--- config.mk ---
export PLATFORM = sky130hd
export DESIGN_NAME = tetris_move_ctrl
export DESIGN_NICKNAME = d
export VERILOG_FILES = /design/src/rtl/tetris_pkg.sv /design/src/rtl/btn_sync.sv /design/src/rtl/tetris_move_ctrl.sv
export SDC_FILE = /design/constraint.sdc
export NUM_CORES = 1
export LEC_CHECK = 0
export CAP_MARGIN = 20
export CORE_MARGIN = 5
export CORE_UTILIZATION = 58
export CTS_BUF_LIST = sky130_fd_sc_hd__clkbuf_16
export DETAILED_ROUTE_END_ITERATION = 16
export PLACE_DENSITY = 0.81
export SLEW_MARGIN = 30
export SYNTH_ARGS = -nofsm -noshare
export SYNTH_HDL_FRONTEND = slang
export SYNTH_SLANG_ARGS = --single-unit
--- constraint.sdc ---
create_clock -name clk -period 2.3 [get_ports clk]
set_clock_uncertainty 0.15 [all_clocks]
set_input_delay 0.23 -clock clk [delete_from_list [all_inputs] [get_ports clk]]
set_output_delay 0.23 -clock clk [all_outputs]
set_load 0.005 [all_outputs]
--- src/rtl/tetris_pkg.sv ---
// Shared types for the Tetris datapath: move-controller FSM states and the
// move-request encoding also used by the board and collision blocks.
package tetris_pkg;

    typedef enum logic [1:0] {
        ST_IDLE   = 2'd0,
        ST_RUN    = 2'd1,
        ST_SETTLE = 2'd2,
        ST_LOCKED = 2'd3
    } move_state_e;

    typedef enum logic [2:0] {
        MV_NONE  = 3'd0,
        MV_DROP  = 3'd1,
        MV_LEFT  = 3'd2,
        MV_RIGHT = 3'd3,
        MV_LOCK  = 3'd4
    } move_req_e;

    // Counter width able to hold values 0..n-1, never narrower than one bit.
    function automatic int cnt_width(input int unsigned n);
        return (n < 2) ? 1 : $clog2(n);
    endfunction

endpackage

--- src/rtl/btn_sync.sv ---
// Two-flop synchronizer for one raw push button, followed by a rising-edge
// detector. The synchronized level is exposed for auto-repeat timing.
module btn_sync (
    input  logic clk,
    input  logic rst_n,
    input  logic btn_i,
    output logic level_o,
    output logic rise_o
);

    logic meta_q;
    logic sync_q;
    logic prev_q;

    always_ff @(posedge clk or negedge rst_n) begin
        if (!rst_n) begin
            meta_q <= 1'b0;
            sync_q <= 1'b0;
            prev_q <= 1'b0;
        end else begin
            meta_q <= btn_i;
            sync_q <= meta_q;
            prev_q <= sync_q;
        end
    end

    assign level_o = sync_q;
    assign rise_o  = sync_q & ~prev_q;

endmodule

--- src/rtl/tetris_move_ctrl.sv ---
// Move-request controller feeding block_pos: button sync, gravity timer and
// collision-checked drop/left/right/lock pulses. Optional TETRIS_AUTOREPEAT_EN.
module tetris_move_ctrl
    import tetris_pkg::*;
#(
    parameter int GRAVITY_TICKS = 25_000_000,
    parameter int REPEAT_DELAY  = 6_250_000,
    parameter int REPEAT_RATE   = 2_500_000
) (
    input  logic clk,
    input  logic rst_n,
    input  logic run,
    input  logic spawn,
    input  logic btn_left,
    input  logic btn_right,
    input  logic btn_down,
    input  logic blk_left,
    input  logic blk_right,
    input  logic blk_down,
    output logic drop,
    output logic left,
    output logic right,
    output logic lock
);

    localparam int GW = $clog2(GRAVITY_TICKS);

    if (GRAVITY_TICKS < 4 || REPEAT_DELAY < 1 || REPEAT_RATE < 1) begin : g_bad_params
        $error("tetris_move_ctrl: GRAVITY_TICKS must be >= 4 and repeat timings >= 1");
    end

    logic lvl_l, lvl_r, lvl_d;
    logic rise_l, rise_r, rise_d;

    btn_sync u_sync_left (
        .clk     (clk),
        .rst_n   (rst_n),
        .btn_i   (btn_left),
        .level_o (lvl_l),
        .rise_o  (rise_l)
    );

    btn_sync u_sync_right (
        .clk     (clk),
        .rst_n   (rst_n),
        .btn_i   (btn_right),
        .level_o (lvl_r),
        .rise_o  (rise_r)
    );

    btn_sync u_sync_down (
        .clk     (clk),
        .rst_n   (rst_n),
        .btn_i   (btn_down),
        .level_o (lvl_d),
        .rise_o  (rise_d)
    );

    logic rep_l_fire;
    logic rep_r_fire;
    logic unused_lvl;

`ifdef TETRIS_AUTOREPEAT_EN
    localparam int RW = cnt_width(REPEAT_DELAY > REPEAT_RATE ? REPEAT_DELAY : REPEAT_RATE);

    logic [RW-1:0] rep_l_cnt_q, rep_l_cnt_d;
    logic [RW-1:0] rep_r_cnt_q, rep_r_cnt_d;
    logic          rep_l_arm_q, rep_l_arm_d;
    logic          rep_r_arm_q, rep_r_arm_d;

    // A held button fires first after REPEAT_DELAY cycles, then every REPEAT_RATE.
    always_comb begin
        rep_l_cnt_d = rep_l_cnt_q;
        rep_l_arm_d = rep_l_arm_q;
        rep_l_fire  = 1'b0;
        if (!lvl_l || lvl_r) begin
            rep_l_cnt_d = '0;
            rep_l_arm_d = 1'b0;
        end else if (rep_l_cnt_q == (rep_l_arm_q ? RW'(REPEAT_RATE - 1) : RW'(REPEAT_DELAY - 1))) begin
            rep_l_fire  = 1'b1;
            rep_l_cnt_d = '0;
            rep_l_arm_d = 1'b1;
        end else begin
            rep_l_cnt_d = rep_l_cnt_q + 1'b1;
        end
    end

    always_comb begin
        rep_r_cnt_d = rep_r_cnt_q;
        rep_r_arm_d = rep_r_arm_q;
        rep_r_fire  = 1'b0;
        if (!lvl_r || lvl_l) begin
            rep_r_cnt_d = '0;
            rep_r_arm_d = 1'b0;
        end else if (rep_r_cnt_q == (rep_r_arm_q ? RW'(REPEAT_RATE - 1) : RW'(REPEAT_DELAY - 1))) begin
            rep_r_fire  = 1'b1;
            rep_r_cnt_d = '0;
            rep_r_arm_d = 1'b1;
        end else begin
            rep_r_cnt_d = rep_r_cnt_q + 1'b1;
        end
    end

    always_ff @(posedge clk or negedge rst_n) begin
        if (!rst_n) begin
            rep_l_cnt_q <= '0;
            rep_r_cnt_q <= '0;
            rep_l_arm_q <= 1'b0;
            rep_r_arm_q <= 1'b0;
        end else begin
            rep_l_cnt_q <= rep_l_cnt_d;
            rep_r_cnt_q <= rep_r_cnt_d;
            rep_l_arm_q <= rep_l_arm_d;
            rep_r_arm_q <= rep_r_arm_d;
        end
    end

    assign unused_lvl = lvl_d;
`else
    assign rep_l_fire = 1'b0;
    assign rep_r_fire = 1'b0;
    assign unused_lvl = lvl_l ^ lvl_r ^ lvl_d;
`endif

    move_state_e   state_q, state_d;
    move_req_e     move_d;
    logic [GW-1:0] grav_cnt_q, grav_cnt_d;
    logic          grav_pend_q, grav_pend_d;
    logic          down_pend_q, down_pend_d;
    logic          left_pend_q, left_pend_d;
    logic          right_pend_q, right_pend_d;
    logic          drop_q, left_q, right_q, lock_q;

    logic grav_wrap;
    logic lr_cancel;
    logic left_set;
    logic right_set;

    assign grav_wrap = (grav_cnt_q == GW'(GRAVITY_TICKS - 1));
    assign lr_cancel = rise_l & rise_r;
    assign left_set  = rise_l | rep_l_fire;
    assign right_set = rise_r | rep_r_fire;

    // One decision per cycle in RUN; a request taken in the same cycle a new
    // one arrives keeps the new one, except on lock where everything is dropped.
    always_comb begin
        state_d      = state_q;
        move_d       = MV_NONE;
        grav_cnt_d   = grav_cnt_q;
        grav_pend_d  = grav_pend_q;
        down_pend_d  = down_pend_q;
        left_pend_d  = left_pend_q;
        right_pend_d = right_pend_q;

        if (!run) begin
            state_d      = ST_IDLE;
            grav_pend_d  = 1'b0;
            down_pend_d  = 1'b0;
            left_pend_d  = 1'b0;
            right_pend_d = 1'b0;
        end else begin
            case (state_q)
                ST_IDLE: begin
                    state_d      = ST_RUN;
                    grav_pend_d  = 1'b0;
                    down_pend_d  = 1'b0;
                    left_pend_d  = 1'b0;
                    right_pend_d = 1'b0;
                end

                ST_RUN, ST_SETTLE: begin
                    if (grav_wrap || rise_d) begin
                        grav_cnt_d = '0;
                    end else begin
                        grav_cnt_d = grav_cnt_q + 1'b1;
                    end

                    if (state_q == ST_SETTLE) begin
                        state_d = ST_RUN;
                    end else if (grav_pend_q || down_pend_q) begin
                        grav_pend_d = 1'b0;
                        down_pend_d = 1'b0;
                        if (!blk_down) begin
                            move_d  = MV_DROP;
                            state_d = ST_SETTLE;
                        end else begin
                            move_d  = MV_LOCK;
                            state_d = ST_LOCKED;
                        end
                    end else if (left_pend_q) begin
                        left_pend_d = 1'b0;
                        if (!blk_left) begin
                            move_d  = MV_LEFT;
                            state_d = ST_SETTLE;
                        end
                    end else if (right_pend_q) begin
                        right_pend_d = 1'b0;
                        if (!blk_right) begin
                            move_d  = MV_RIGHT;
                            state_d = ST_SETTLE;
                        end
                    end

                    if (move_d == MV_LOCK) begin
                        grav_cnt_d   = '0;
                        left_pend_d  = 1'b0;
                        right_pend_d = 1'b0;
                    end else begin
                        grav_pend_d = grav_pend_d | grav_wrap;
                        down_pend_d = down_pend_d | rise_d;
                        if (lr_cancel) begin
                            left_pend_d  = 1'b0;
                            right_pend_d = 1'b0;
                        end else begin
                            left_pend_d  = left_pend_d | left_set;
                            right_pend_d = right_pend_d | right_set;
                        end
                    end
                end

                ST_LOCKED: begin
                    grav_cnt_d   = '0;
                    grav_pend_d  = 1'b0;
                    down_pend_d  = 1'b0;
                    left_pend_d  = 1'b0;
                    right_pend_d = 1'b0;
                    if (spawn) begin
                        state_d = ST_RUN;
                    end
                end

                default: begin
                    state_d = ST_IDLE;
                end
            endcase
        end
    end

    always_ff @(posedge clk or negedge rst_n) begin
        if (!rst_n) begin
            state_q      <= ST_IDLE;
            grav_cnt_q   <= '0;
            grav_pend_q  <= 1'b0;
            down_pend_q  <= 1'b0;
            left_pend_q  <= 1'b0;
            right_pend_q <= 1'b0;
            drop_q       <= 1'b0;
            left_q       <= 1'b0;
            right_q      <= 1'b0;
            lock_q       <= 1'b0;
        end else begin
            state_q      <= state_d;
            grav_cnt_q   <= grav_cnt_d;
            grav_pend_q  <= grav_pend_d;
            down_pend_q  <= down_pend_d;
            left_pend_q  <= left_pend_d;
            right_pend_q <= right_pend_d;
            drop_q       <= (move_d == MV_DROP);
            left_q       <= (move_d == MV_LEFT);
            right_q      <= (move_d == MV_RIGHT);
            lock_q       <= (move_d == MV_LOCK);
        end
    end

    assign drop  = drop_q;
    assign left  = left_q;
    assign right = right_q;
    assign lock  = lock_q;

endmodule

After elaboration in Yosys (flattened, before gate mapping)
Cells that the tools add are included.
{"block": "word_totals", "ff_bits": 44, "latch_bits": 0, "ram_bits": 0, "rom_bits": 0, "memories": 0}
{"block": "classes", "n_addsub": 1, "n_mul": 0, "div": 0, "order_cmp": 0, "n_eq_ne": 13, "shift": 0, "n_mux": 55, "bitwise": 11, "n_reduce_logical": 8}
{"op": "$mux 25", "n": 2}
{"op": "$pmux 25 s2", "n": 1}
{"op": "$mux 1", "n": 28}
{"op": "$add 25x1->25 const B", "n": 1}
{"op": "$eq 25x25->1 const B", "n": 1}
{"op": "$mux 3", "n": 8}
{"op": "$mux 2", "n": 11}
{"op": "$ne 6x6->1 const B", "n": 3}
{"op": "$pmux 1 s2", "n": 4}
{"op": "$eq 3x2->1 const B", "n": 2}
{"op": "$eq 3x3->1 const B", "n": 2}
{"op": "$pmux 2 s3", "n": 1}
{"op": "$and 1x1->1", "n": 4}
{"op": "$eq 2x2->1 const B", "n": 2}
{"op": "$or 1x1->1", "n": 4}
{"op": "$reduce_and 4->1", "n": 1}
{"op": "$reduce_or 2->1", "n": 2}
{"op": "$eq 3x1->1 const B", "n": 1}
{"op": "$ne 3x3->1 const B", "n": 1}
{"op": "$not 1->1", "n": 3}
{"op": "$eq 2x1->1 const B", "n": 1}
{"op": "$logic_not 2->1", "n": 1}
{"op": "$logic_or 1x1->1", "n": 2}
{"op": "$reduce_and 2->1", "n": 1}
{"op": "$reduce_bool 2->1", "n": 1}

Depth between registers and ports, before layout
Gate-level depths: netlist of the first run.
{"block": "depth", "ltp_word": 11, "ltp_mapped": 8, "mapped_depth_nobuf": 7}

Cells and area by module
A second synthesis of the first run with hierarchy kept.
{"block": "hier_totals", "cells_unflattened": 224, "hier_area_um2": 2238.4}
{"mod": "tetris_move_ctrl", "n_inst": 1, "cells_per_inst": 212, "area_each_um2": 1971.9, "seq_area_each_um2": 875.8}
{"mod": "btn_sync", "n_inst": 3, "cells_per_inst": 4, "area_each_um2": 88.8, "seq_area_each_um2": 75.1}

Least setup slack after synthesis of the first run
No wires, ideal clock.
{"block": "synth_path", "kind": "reg-to-reg", "from": "register state_q[0]", "to": "register state_q[0]", "arrival_ns": 1.701, "t_required_ns": 2.030, "path_slack_ns": 0.329, "stages_incl_launch_ff": 8, "n_path_buf": 1, "period_less_slack_ns": 1.971, "path_cell_list": "dfrtp_1 -> inv_1 -> ha_1 -> clkbuf_1 -> or3_1 -> nor4b_1 -> a21oi_1 -> o211a_1"}
{"block": "synth_via", "elab_chain_cells": 4, "word_cells_on_any_way": 13}
{"item": "from (decl)", "line": "tetris_move_ctrl.sv:125", "rtl": "move_state_e state_q, state_d;"}
{"item": "from (signal assigned)", "line": "tetris_move_ctrl.sv:252", "rtl": "state_q <= state_d;"}
{"item": "$eq 2x2->1 / $eq 2x1->1 (equally long branches)", "line": "tetris_move_ctrl.sv:162, tetris_move_ctrl.sv:178"}
{"item": "$reduce_or 2->1 / $mux 2 (equally long branches)", "line": "tetris_move_ctrl.sv:162, tetris_move_ctrl.sv:178"}
{"item": "$ne 6x6->1 (no line) / $pmux 2 s3 (equally long branches)"}
{"item": "$reduce_and 4->1 (no line) / $mux 2 (equally long branches)"}
Several ways; a longest one is shown, not always the timed one.
A chain may end at the register's enable or synchronous reset.

Worst setup path after layout of the first run
{"block": "layout_path", "from": "register grav_cnt_q[0]", "to": "register grav_cnt_q[24]"}
{"block": "layout_via", "elab_chain_cells": 5, "word_cells_on_any_way": 6}
{"item": "from (decl)", "line": "tetris_move_ctrl.sv:127", "rtl": "logic [GW-1:0] grav_cnt_q, grav_cnt_d;"}
{"item": "from (signal assigned)", "line": "tetris_move_ctrl.sv:253", "rtl": "grav_cnt_q <= grav_cnt_d;"}
{"item": "parallel branches: the longest is 2 deep, another holds $add 25x1->25"}
{"item": "$mux 25 *", "line": "tetris_move_ctrl.sv:172", "rtl": "if (grav_wrap || rise_d) begin"}
{"item": "$mux 25 *", "line": "tetris_move_ctrl.sv:204", "rtl": "if (move_d == MV_LOCK) begin"}
{"item": "$pmux 25 s2 *", "line": "tetris_move_ctrl.sv:162", "rtl": "case (state_q)"}
Mark *: on every way between the ends.

==> flow_summary.toml, run 1 <==
[run_status]
status = "complete, no violations"

[setup_path]
reg2reg_to = "grav_cnt_q[24]$_DFFE_PN0P_"
cp_max_fo = 17
slowest_delay_ns = 0.41
cp_cell_sequence = "ha_2, and4_1, and4_1, a21oi_4, buf_12, a41oi_1, a31oi_1"
cpMostUsedCell = "and4_1"
crit_path_end_kind = "register"
slowest_stage = "dfrtp_1"
regToRegSetupSlack_ns = 0.18
start_kind = "register"
crit_required_ns = 2.35
worstSetupPathType = "register to register"
r2r-start = "grav_cnt_q[0]$_DFFE_PN0P_"
rr_worst_depth = 7
arrival_ns = 2.18

[yosys]
synth_seq_cells = 44
synth_top_family_by_area = "simple AND/OR/NAND/NOR gates"
netlist_area_mm2 = 0.00219
ys.flop_type = "dfrtp_1"
synthSimpleGateAreaFrac_pct = 21.4
async_reset_ff_share_pct = 100
avgSynthCellArea_um2 = 10.1
ys_seq_area_share_pct = 50.3
synthTopCellsByCount = "44 x dfrtp_1, 23 x nand2_1, 17 x a31oi_1"
synthXorXnorAreaFrac_pct = 1.60
synth_nets = 232
yosysWarnings = 0
synth_top_area_share_pct = 50.3
synth_most_common_cell = "dfrtp_1"
muxShareOfSynthArea_pct = 0.914
synth-edff-count = 0
yosysUniqueCellTypes = 47
netlist.top_cell.by_area = "dfrtp_1"
synthAdderAreaFrac_pct = 2.86
synth_cells = 217
synth_area_leaders = "dfrtp_1 50%, a31oi_1 4.9%, nand2_1 3.9%"
synth_compound_area_share_pct = 18.4

[min_path]
whs_endpoint = "u_sync_left.level_o$_DFF_PN0_"
hold_path_startpoint = "u_sync_left.meta_q$_DFF_PN0_"
holdPathStages = 0
hold_path.class = "register to register"

[timing]
hold_viol = 0
period_share_pct = 92.4
drv_slew = 0
tightestPinTransition_ns = 0.492
rsz0062_at_grt = "no"
hold_slack_ns = 0.196
tns_ns = 0
finalSetupViolCount = 0
max_freq_ghz = 0.471
slew_headroom_pct = 67.2
period_needed_ns = 2.12

[drt]
vias = 1758
viasPerCell = 6.15
routed_wl_um = 4610
first_pass_iters = 4
drtIter0Drc = 132
drc = 0
antenna_left = 0
post_drt_wl_per_cell_um = 16.1

[die]
die_h_um = 71.4
initial_core_util_pct = 59.8
rows = 22
io_pins = 14
die_area_mm2 = 0.00510
core_region_area_mm2 = 0.00366
die_w_um = 71.4

[cts]
ctsLongestPathBuffers = 2
clock_latency_ns = 0.29
clock_sinks = 44
cts-root-buf = "clkbuf_16"
cts_buffers = 5
tritoncts = "built"
htree_levels = 2
path_clk_slew_ns = 0.06

[final_layout]
final_cells = 286
layout.area.seq_mm2 = 0.00110
largest_registers = "grav_cnt_q x25, state_q x2"
area_delta_synth_final_pct = 18.4
num_antenna_cells = 0
regMostFlops = "grav_cnt_q"
largest_reg_flops = 25
finish.utilization_pct = 70.8
fill_cells = 270
drive_above_1_share_pct = 11.8
finalNetCount = 252
multi_input_area_um2 = 997

[placed_design]
place.gp.congestion = 0.843
io_buffers = 13
post-dp-hpwl_um = 3030
dp_cells = 274

[grt]
globalRouteTotalUtil_pct = 19.6
grt-ovfl-total = 0
antenna_found_initial = 0
first_global_vias = 1641
grt_max_degree = 34
grt_pass1_wl_um = 7870

[power]
leakage_nw = 1.08
power_density_mw_per_mm2 = 879
peakVddDrop_v = 0.000441
total_power_mw = 2.28

[job]
drv_cap = 0
repair_timing:
item	in CTS	in global routing
endpoints found under the setup margin	0	3
endpoints found under the hold margin	14	0
gates resized for setup	0	2
buffers inserted	0	2
hold buffers	1	0
worst max-delay path, delay by kind of cell, from the launching register on:
| family | cells | cell delay [ns] |
|---|---|---|
| buffers and inverters | 1 | 0.18 |
| adder cells (fa/ha/maj) | 1 | 0.23 |
| AND/OR/NAND/NOR | 2 | 0.51 |
| flip-flops | 1 | 0.41 |
| AO/OA/AOI/OAI | 3 | 0.55 |
power breakdown:
| part | switching, mW | internal [mW] |
|---|---|---|
| clock | 0.287 | 0.510 |
| combinational | 0.332 | 0.248 |
| sequential | 0.0649 | 0.837 |
worst max path at each step:
stage	startpoint	endpoint	slack, ns	depth (start not counted)
floorplan	state_q[0]$_DFFE_PN0P_	state_q[0]$_DFFE_PN0P_	0.33	7
global placement	state_q[0]$_DFFE_PN0P_	state_q[0]$_DFFE_PN0P_	0.21	6
detailed placement	grav_cnt_q[0]$_DFFE_PN0P_	grav_cnt_q[20]$_DFFE_PN0P_	0.17	7
CTS	grav_cnt_q[0]$_DFFE_PN0P_	grav_cnt_q[24]$_DFFE_PN0P_	0.14	7
global route	state_q[0]$_DFFE_PN0P_	grav_cnt_q[4]$_DFFE_PN0P_	0.02	8
finish	grav_cnt_q[0]$_DFFE_PN0P_	grav_cnt_q[24]$_DFFE_PN0P_	0.18	7
placed cells by master (no fill, tap or decap), types with 3 or more instances in the layout:
| cell type | Yosys | layout |
|---|---|---|
| clkdlybuf4s50_1 | 0 | 12 |
| clkbuf_16 | 0 | 6 |
| dfrtp_1 | 44 | 44 |
| nand2_1 | 23 | 23 |
| o21ai_1 | 8 | 8 |
| a21oi_1 | 14 | 14 |
| buf_4 | 3 | 7 |
| nand3_1 | 11 | 11 |
| o21ai_0 | 5 | 5 |
| and4_1 | 6 | 6 |
| or3_1 | 3 | 3 |
| nand4_1 | 5 | 5 |
| ha_1 | 5 | 4 |
| nand2b_1 | 4 | 4 |
| inv_1 | 9 | 9 |
| a41oi_1 | 7 | 7 |
| a31oi_1 | 17 | 17 |
| nor2_1 | 9 | 9 |
kinds of logic (layout without fill, tap and decap cells):
logic type      after synthesis  count (layout)
compound gates               62              62
fa+ha+maj                     5               5
flops                        44              44
mux                           2               2
simple gates                 81              81
buf+inv                      19              40
xor+xnor                      4               4
metal layers:
| metal | vias to the layer above | share of wire (%) | track usage [%] |
|---|---|---|---|
| met1 | 857 | 45 | 26.5 |
| met4 | 0 | 2.6 | 8.98 |
| met3 | 13 | 5.0 | 5.47 |
| li1 | 847 | - | - |
| met2 | 41 | 48 | 29.2 |
| met5 | - | 0 | 0 |
through the flow:
stage               worst slack (ns)  area [µm²]
floorplan                      0.329        2190
global placement               0.215        2370
detailed placement             0.173        2370
CTS                            0.144        2540
global route                  0.0248        2590
finish                         0.176        2590
layout make-up:
type                       count  share of cell area [%]
clock buffer                   5                    4.83
clock inverter                 3                    1.64
inverter                       9                    1.30
multi-input combinational    154                    38.5
sequential                    44                    42.5
tap                           48                    2.32
timing repair buffer          23                    8.98
No activity file was read; power rests on OpenSTA's default activity.
==> run 2: changes to the inputs <==
MAX_ROUTING_LAYER = met4   (was unset)
SLEW_MARGIN = unset   (was 30)
==> results of run 2 <==
No change in the layout: final DEF, timing and power equal those of run 1.
Among the figures that moved: final weighted congestion in routability-driven placement 0.843 -> 0.856; overall routing resource usage 19.6% -> 20.2%
